File: src/rtl/shift_pkg.sv
// Shared types for the pipelined shift/rotate unit.
// Op codes, per-stage control bundle and op classification.
package shift_pkg;

    // Codes 5..7 are reserved: the operand passes through unchanged.
    typedef enum logic [2:0] {
        OP_ROL = 3'd0,
        OP_ROR = 3'd1,
        OP_SHL = 3'd2,
        OP_SHR = 3'd3,
        OP_SRA = 3'd4
    } shift_op_t;

    // Control that rides alongside the data through every stage.
    typedef struct packed {
        shift_op_t op;
        logic      sat;
    } shift_ctl_t;

    function automatic logic is_shift(input shift_op_t op);
        return op inside {OP_SHL, OP_SHR, OP_SRA};
    endfunction

endpackage

File: src/rtl/shift_rotate_pipe_stage.sv
// One register stage: moves the data by 2^K positions when amt_bit is set,
// with a valid bit and a combinational upstream ready.
module shift_stage
    import shift_pkg::*;
#(
    parameter int WIDTH = 32,
    parameter int TAG_W = 4,
    parameter int K     = 0
) (
    input  logic             clock,
    input  logic             clear,
    input  logic             up_valid,
    output logic             up_ready,
    input  logic             down_ready,
    input  logic             amt_bit,
    input  logic [WIDTH-1:0] in_data,
    input  shift_ctl_t       in_ctl,
    input  logic [TAG_W-1:0] in_tag,
    output logic             valid,
    output logic [WIDTH-1:0] data,
    output shift_ctl_t       ctl,
    output logic [TAG_W-1:0] tag
);

    localparam int S = 1 << K;

    logic [WIDTH-1:0] moved;

    always_comb begin
        moved = in_data;
        if (amt_bit) begin
            unique case (in_ctl.op)
                OP_ROL:  moved = (in_data << S) | (in_data >> (WIDTH - S));
                OP_ROR:  moved = (in_data >> S) | (in_data << (WIDTH - S));
                OP_SHL:  moved = in_data << S;
                OP_SHR:  moved = in_data >> S;
                OP_SRA:  moved = $unsigned($signed(in_data) >>> S);
                default: moved = in_data;
            endcase
        end
    end

    assign up_ready = !valid || down_ready;

    always_ff @(posedge clock or posedge clear) begin
        if (clear) begin
            valid <= 1'b0;
            data  <= '0;
            ctl   <= '0;
            tag   <= '0;
        end else if (up_ready) begin
            valid <= up_valid;
            if (up_valid) begin
                data <= moved;
                ctl  <= in_ctl;
                tag  <= in_tag;
            end
        end
    end

endmodule

File: src/rtl/shift_rotate_pipe.sv
// Pipelined ROL/ROR/SHL/SHR/SRA unit, one stage per amount bit,
// valid/ready on both sides, saturation for amounts >= WIDTH.
module shift_rotate_pipe
    import shift_pkg::*;
#(
    parameter int WIDTH = 32,
    parameter int TAG_W = 4,
    localparam int NSTAGE = $clog2(WIDTH),
    localparam int AMT_W  = NSTAGE + 1
) (
    input  logic             clock,
    input  logic             clear,
    input  logic             in_valid,
    output logic             in_ready,
    input  logic [2:0]       in_op,
    input  logic [WIDTH-1:0] in_data,
    input  logic [AMT_W-1:0] in_amt,
    input  logic [TAG_W-1:0] in_tag,
    output logic             out_valid,
    input  logic             out_ready,
    output logic [WIDTH-1:0] out_data,
    output logic             out_zero,
    output logic [TAG_W-1:0] out_tag
);

    shift_ctl_t entry_ctl;

    // Rotates wrap, so only shifts saturate on the top amount bit.
    always_comb begin
        entry_ctl.op  = shift_op_t'(in_op);
        entry_ctl.sat = in_amt[NSTAGE] && is_shift(entry_ctl.op);
    end

    for (genvar k = 0; k < NSTAGE; k++) begin : stg
        logic             valid;
        logic             up_ready;
        logic             down_ready;
        logic             src_valid;
        logic             amt_bit;
        logic [WIDTH-1:0] src_data;
        logic [WIDTH-1:0] data;
        shift_ctl_t       src_ctl;
        shift_ctl_t       ctl;
        logic [TAG_W-1:0] src_tag;
        logic [TAG_W-1:0] tag;

        if (k == 0) begin : g_src
            assign src_valid = in_valid;
            assign src_data  = in_data;
            assign src_ctl   = entry_ctl;
            assign src_tag   = in_tag;
            assign amt_bit   = in_amt[0];
        end else begin : g_src
            assign src_valid = stg[k-1].valid;
            assign src_data  = stg[k-1].data;
            assign src_ctl   = stg[k-1].ctl;
            assign src_tag   = stg[k-1].tag;
            assign amt_bit   = stg[k-1].g_amt.amt[k];
        end

        if (k == NSTAGE - 1) begin : g_dn
            assign down_ready = out_ready;
        end else begin : g_dn
            assign down_ready = stg[k+1].up_ready;
        end

        // Only the amount bits still needed downstream are carried.
        if (k < NSTAGE - 1) begin : g_amt
            logic [NSTAGE-1:k+1] amt;
            logic [NSTAGE-1:k+1] src_amt;

            if (k == 0) begin : g_first
                assign src_amt = in_amt[NSTAGE-1:1];
            end else begin : g_first
                assign src_amt = stg[k-1].g_amt.amt[NSTAGE-1:k+1];
            end

            always_ff @(posedge clock or posedge clear) begin
                if (clear) begin
                    amt <= '0;
                end else if (up_ready && src_valid) begin
                    amt <= src_amt;
                end
            end
        end

        shift_stage #(
            .WIDTH (WIDTH),
            .TAG_W (TAG_W),
            .K     (k)
        ) u_stage (
            .clock      (clock),
            .clear      (clear),
            .up_valid   (src_valid),
            .up_ready   (up_ready),
            .down_ready (down_ready),
            .amt_bit    (amt_bit),
            .in_data    (src_data),
            .in_ctl     (src_ctl),
            .in_tag     (src_tag),
            .valid      (valid),
            .data       (data),
            .ctl        (ctl),
            .tag        (tag)
        );
    end

    logic [WIDTH-1:0] last_data;
    shift_ctl_t       last_ctl;

    assign last_data = stg[NSTAGE-1].data;
    assign last_ctl  = stg[NSTAGE-1].ctl;

    // SRA keeps its sign in the MSB through every stage, so it fills from there.
    always_comb begin
        out_data = last_data;
        if (last_ctl.sat) begin
            if (last_ctl.op == OP_SRA) begin
                out_data = {WIDTH{last_data[WIDTH-1]}};
            end else begin
                out_data = '0;
            end
        end
    end

    assign in_ready  = stg[0].up_ready;
    assign out_valid = stg[NSTAGE-1].valid;
    assign out_tag   = stg[NSTAGE-1].tag;
    assign out_zero  = out_valid && (out_data == '0);

endmodule

File: config.mk
export PLATFORM = sky130hd
export DESIGN_NAME = shift_rotate_pipe
export DESIGN_NICKNAME = d
export VERILOG_FILES = /design/src/rtl/shift_pkg.sv /design/src/rtl/shift_rotate_pipe_stage.sv /design/src/rtl/shift_rotate_pipe.sv
export SDC_FILE = /design/constraint.sdc
export NUM_CORES = 1
export LEC_CHECK = 0
export ABC_AREA = 1
export BUFFER_PORTS_ARGS = -buffer_cell sky130_fd_sc_hd__buf_2
export CORE_UTILIZATION = 60
export DETAILED_ROUTE_END_ITERATION = 10
export HOLD_SLACK_MARGIN = 0.06
export PLACE_DENSITY = 0.79
export SLEW_MARGIN = 40
export SYNTH_ARGS = -nofsm -noshare
export SYNTH_HDL_FRONTEND = slang
export SYNTH_HIERARCHICAL = 1
export SYNTH_SLANG_ARGS = --single-unit
File: constraint.sdc
create_clock -name clock -period 5.2 [get_ports clock]
set_clock_uncertainty 0.2 [all_clocks]
set_input_delay 1.04 -clock clock [delete_from_list [all_inputs] [get_ports clock]]
set_output_delay 1.04 -clock clock [all_outputs]
set_load 0.005 [all_outputs]
==> results.yml <==
placement:
  post-place-ws_ps: 1780
  io_buffers: 87
  hpwlAfterDp_um: 21900
  place_congestion: 0.882
synth:
  synth.area.top_cells: "dfrtp_1, nand2_1, nor2_1, nand3_1, inv_1"
  yosysSeqAreaShare: 0.415
  synthDominantCellAreaShare: 0.415
  synth.avg_cell_area_um2: 6.63
  synthesis.nets: 2005
  synth-seq-cells: 215
  syn_area_um2: 13000
  synth_largest_area_cell: "dfrtp_1"
  ys_types: 30
  synth_warnings: 6
  synthCells: 1956
cts:
  ctsResizeCount: 0
  postCtsSetupBuffers: 0
  cts-hold-fix-buffers: 0
  cts_buffer_depth: 3
  cts.clk_slew.worst_paths_ps: 60
  h-tree-depth: 1
  clock_tree.root_cell: "clkbuf_16"
  cts.sinks: 215
  cts_made_buffers: 24
  cts_tree: "yes"
  clock_latency_ps: 520
die:
  rows: 53
  start_util: 0.615
  coreArea_um2: 21100
  io_pins: 88
  die_h_um: 149
  die_w_um: 149
  die-area_um2: 22200
cells_and_area:
  num_antenna_cells: 0
  final_cell_mix: "nand2_1, nor2_1, dfrtp_1"
  drive_above_1_share: 0.102
  final_nets: 2024
  layout_commonest_cell: "nand2_1"
  area_growth_pct: 8.37
  utilization: 0.666
drt:
  wl_per_cell_um: 14.0
  wl_um: 31700
  ant_nets: 0
  vias: 12100
  viasPerCell: 5.32
  drt-pass1-iter-count: 5
  drt_iter0_drc: 913
  drc: 0
power_and_ir_drop:
  power.density_nw_per_um2: 602
  power_mw: 8.46
  p_leak_nw: 7.72
  ir_worst_vdd_uv: 318
timing:
  hold_viol: 0
  slew_viol_final: 0
  worstMarginPinSlew_ps: 793
  rsz0062_at_grt: "false"
  finalCritPeriodShare: 0.683
  finalSetupTns_ps: 0
  setup_slack_ps: 1650
  slew-limit-headroom: 0.472
  fin_crit_ps: 3550
  fmax_mhz: 282
  setup_viol: 0
status:
  status: "finished clean"
worst_setup_path:
  path_cells: "nand3_1, nor2_1, clkinv_1, nand2_1, buf_2"
  end_kind: "primary output"
  path_max_fanout: 31
  worstSetupPathType: "reg2out"
  crit_slowest_cell: "clkinv_1"
  path_delay_family: "buffers and inverters"
  r2r_slack_ps: 2460
  worst_setup_path_start_kind: "flip-flop"
  critPathArrivalTime_ps: 2310
  path_buf_inv: 2
  cp_slowest_stage_delay_ps: 630
  crit_required_ps: 3960
global_routing:
  antenna_found_initial: 0
  grt_pass1_wl_um: 52400
  grt_overflow: 0
  grt_max_degree: 69
  grt_usage: 0.291
  grt_pass1_vias: 10700
worst_hold_path:
  worstHoldPathType: "in2async"
job:
  cap_violations: 0
where the power goes:
part	switching [mW]	internal, mW
registers	0.690	2.32
logic	2.38	1.31
clock network	0.672	1.09
total	3.74	4.72
layout make-up:
type	instances	area, um^2
well taps	275	344
multi-input cells	1489	6340
repair buffers	99	598
flip-flops and latches	215	5380
fillers	1904	7040
clock inverters	7	92.6
clock buffers	36	747
inverters	146	551
per-layer routing:
layer / wire length (um) / up-vias / part of all wire / track usage
li1: - / 6042 / - / -
met1: 13600 / 5550 / 0.43 / 0.381
met2: 15200 / 396 / 0.48 / 0.486
met3: 1360 / 77 / 0.043 / 0.0284
met4: 1530 / 0 / 0.048 / 0.140
met5: 0 / - / 0 / 0
final timing paths:
check / start / end / cells after the start
worst max-delay path: stg[4].u_stage/ctl[0] / out_data[24] / 5
worst min-delay path: clear / stg[2].u_stage/tag[0] / 2
worst max register to register: stg[4].u_stage/valid / stg[0].u_stage/data[1] / 14
worst min register to register: stg[3].u_stage/tag[1] / stg[4].u_stage/tag[1] / 2
max in group asynchronous: clear / stg[2].u_stage/data[19] / 3
min in group clock: stg[3].u_stage/tag[1] / stg[4].u_stage/tag[1] / 2
cell usage after synthesis, drive strengths merged:
cell type	instances
or2	17
dfrtp	215
a21oi	10
nand3	187
a31oi	1
nor2	337
o21ai	57
mux2	23
a21boi	1
clkbuf	15
clkinv	1
buf	91
nand4	14
nor3	1
inv	145
nand2	841
per-stage QoR:
stage | std cells | hold slack (ps) | cell area, um^2
floorplan | 1956 | 236 | 13000
detailed placement | 2224 | 254 | 13200
global placement | 2221 | 248 | 13100
CTS | 2267 | 259 | 14100
finish | 2267 | 271 | 14100
global route | 2267 | 283 | 14100
kinds of logic after synthesis:
| logic type | Yosys count | share of synthesized area |
|---|---|---|
| and+or+nand+nor | 1397 | 0.440 |
| DFF | 215 | 0.415 |
| buffers and inverters | 252 | 0.0981 |
| muxes | 23 | 0.0200 |
| AOI/OAI and AO/OA | 69 | 0.0272 |
registers in the layout (all words and copies together), names as in the netlist:
register	count
stg.g_amt.amt	10
stg.u_stage/valid	5
stg.u_stage/tag	20
stg.u_stage/ctl	20
stg.u_stage/data	160
(Power assumes the default switching activity.)
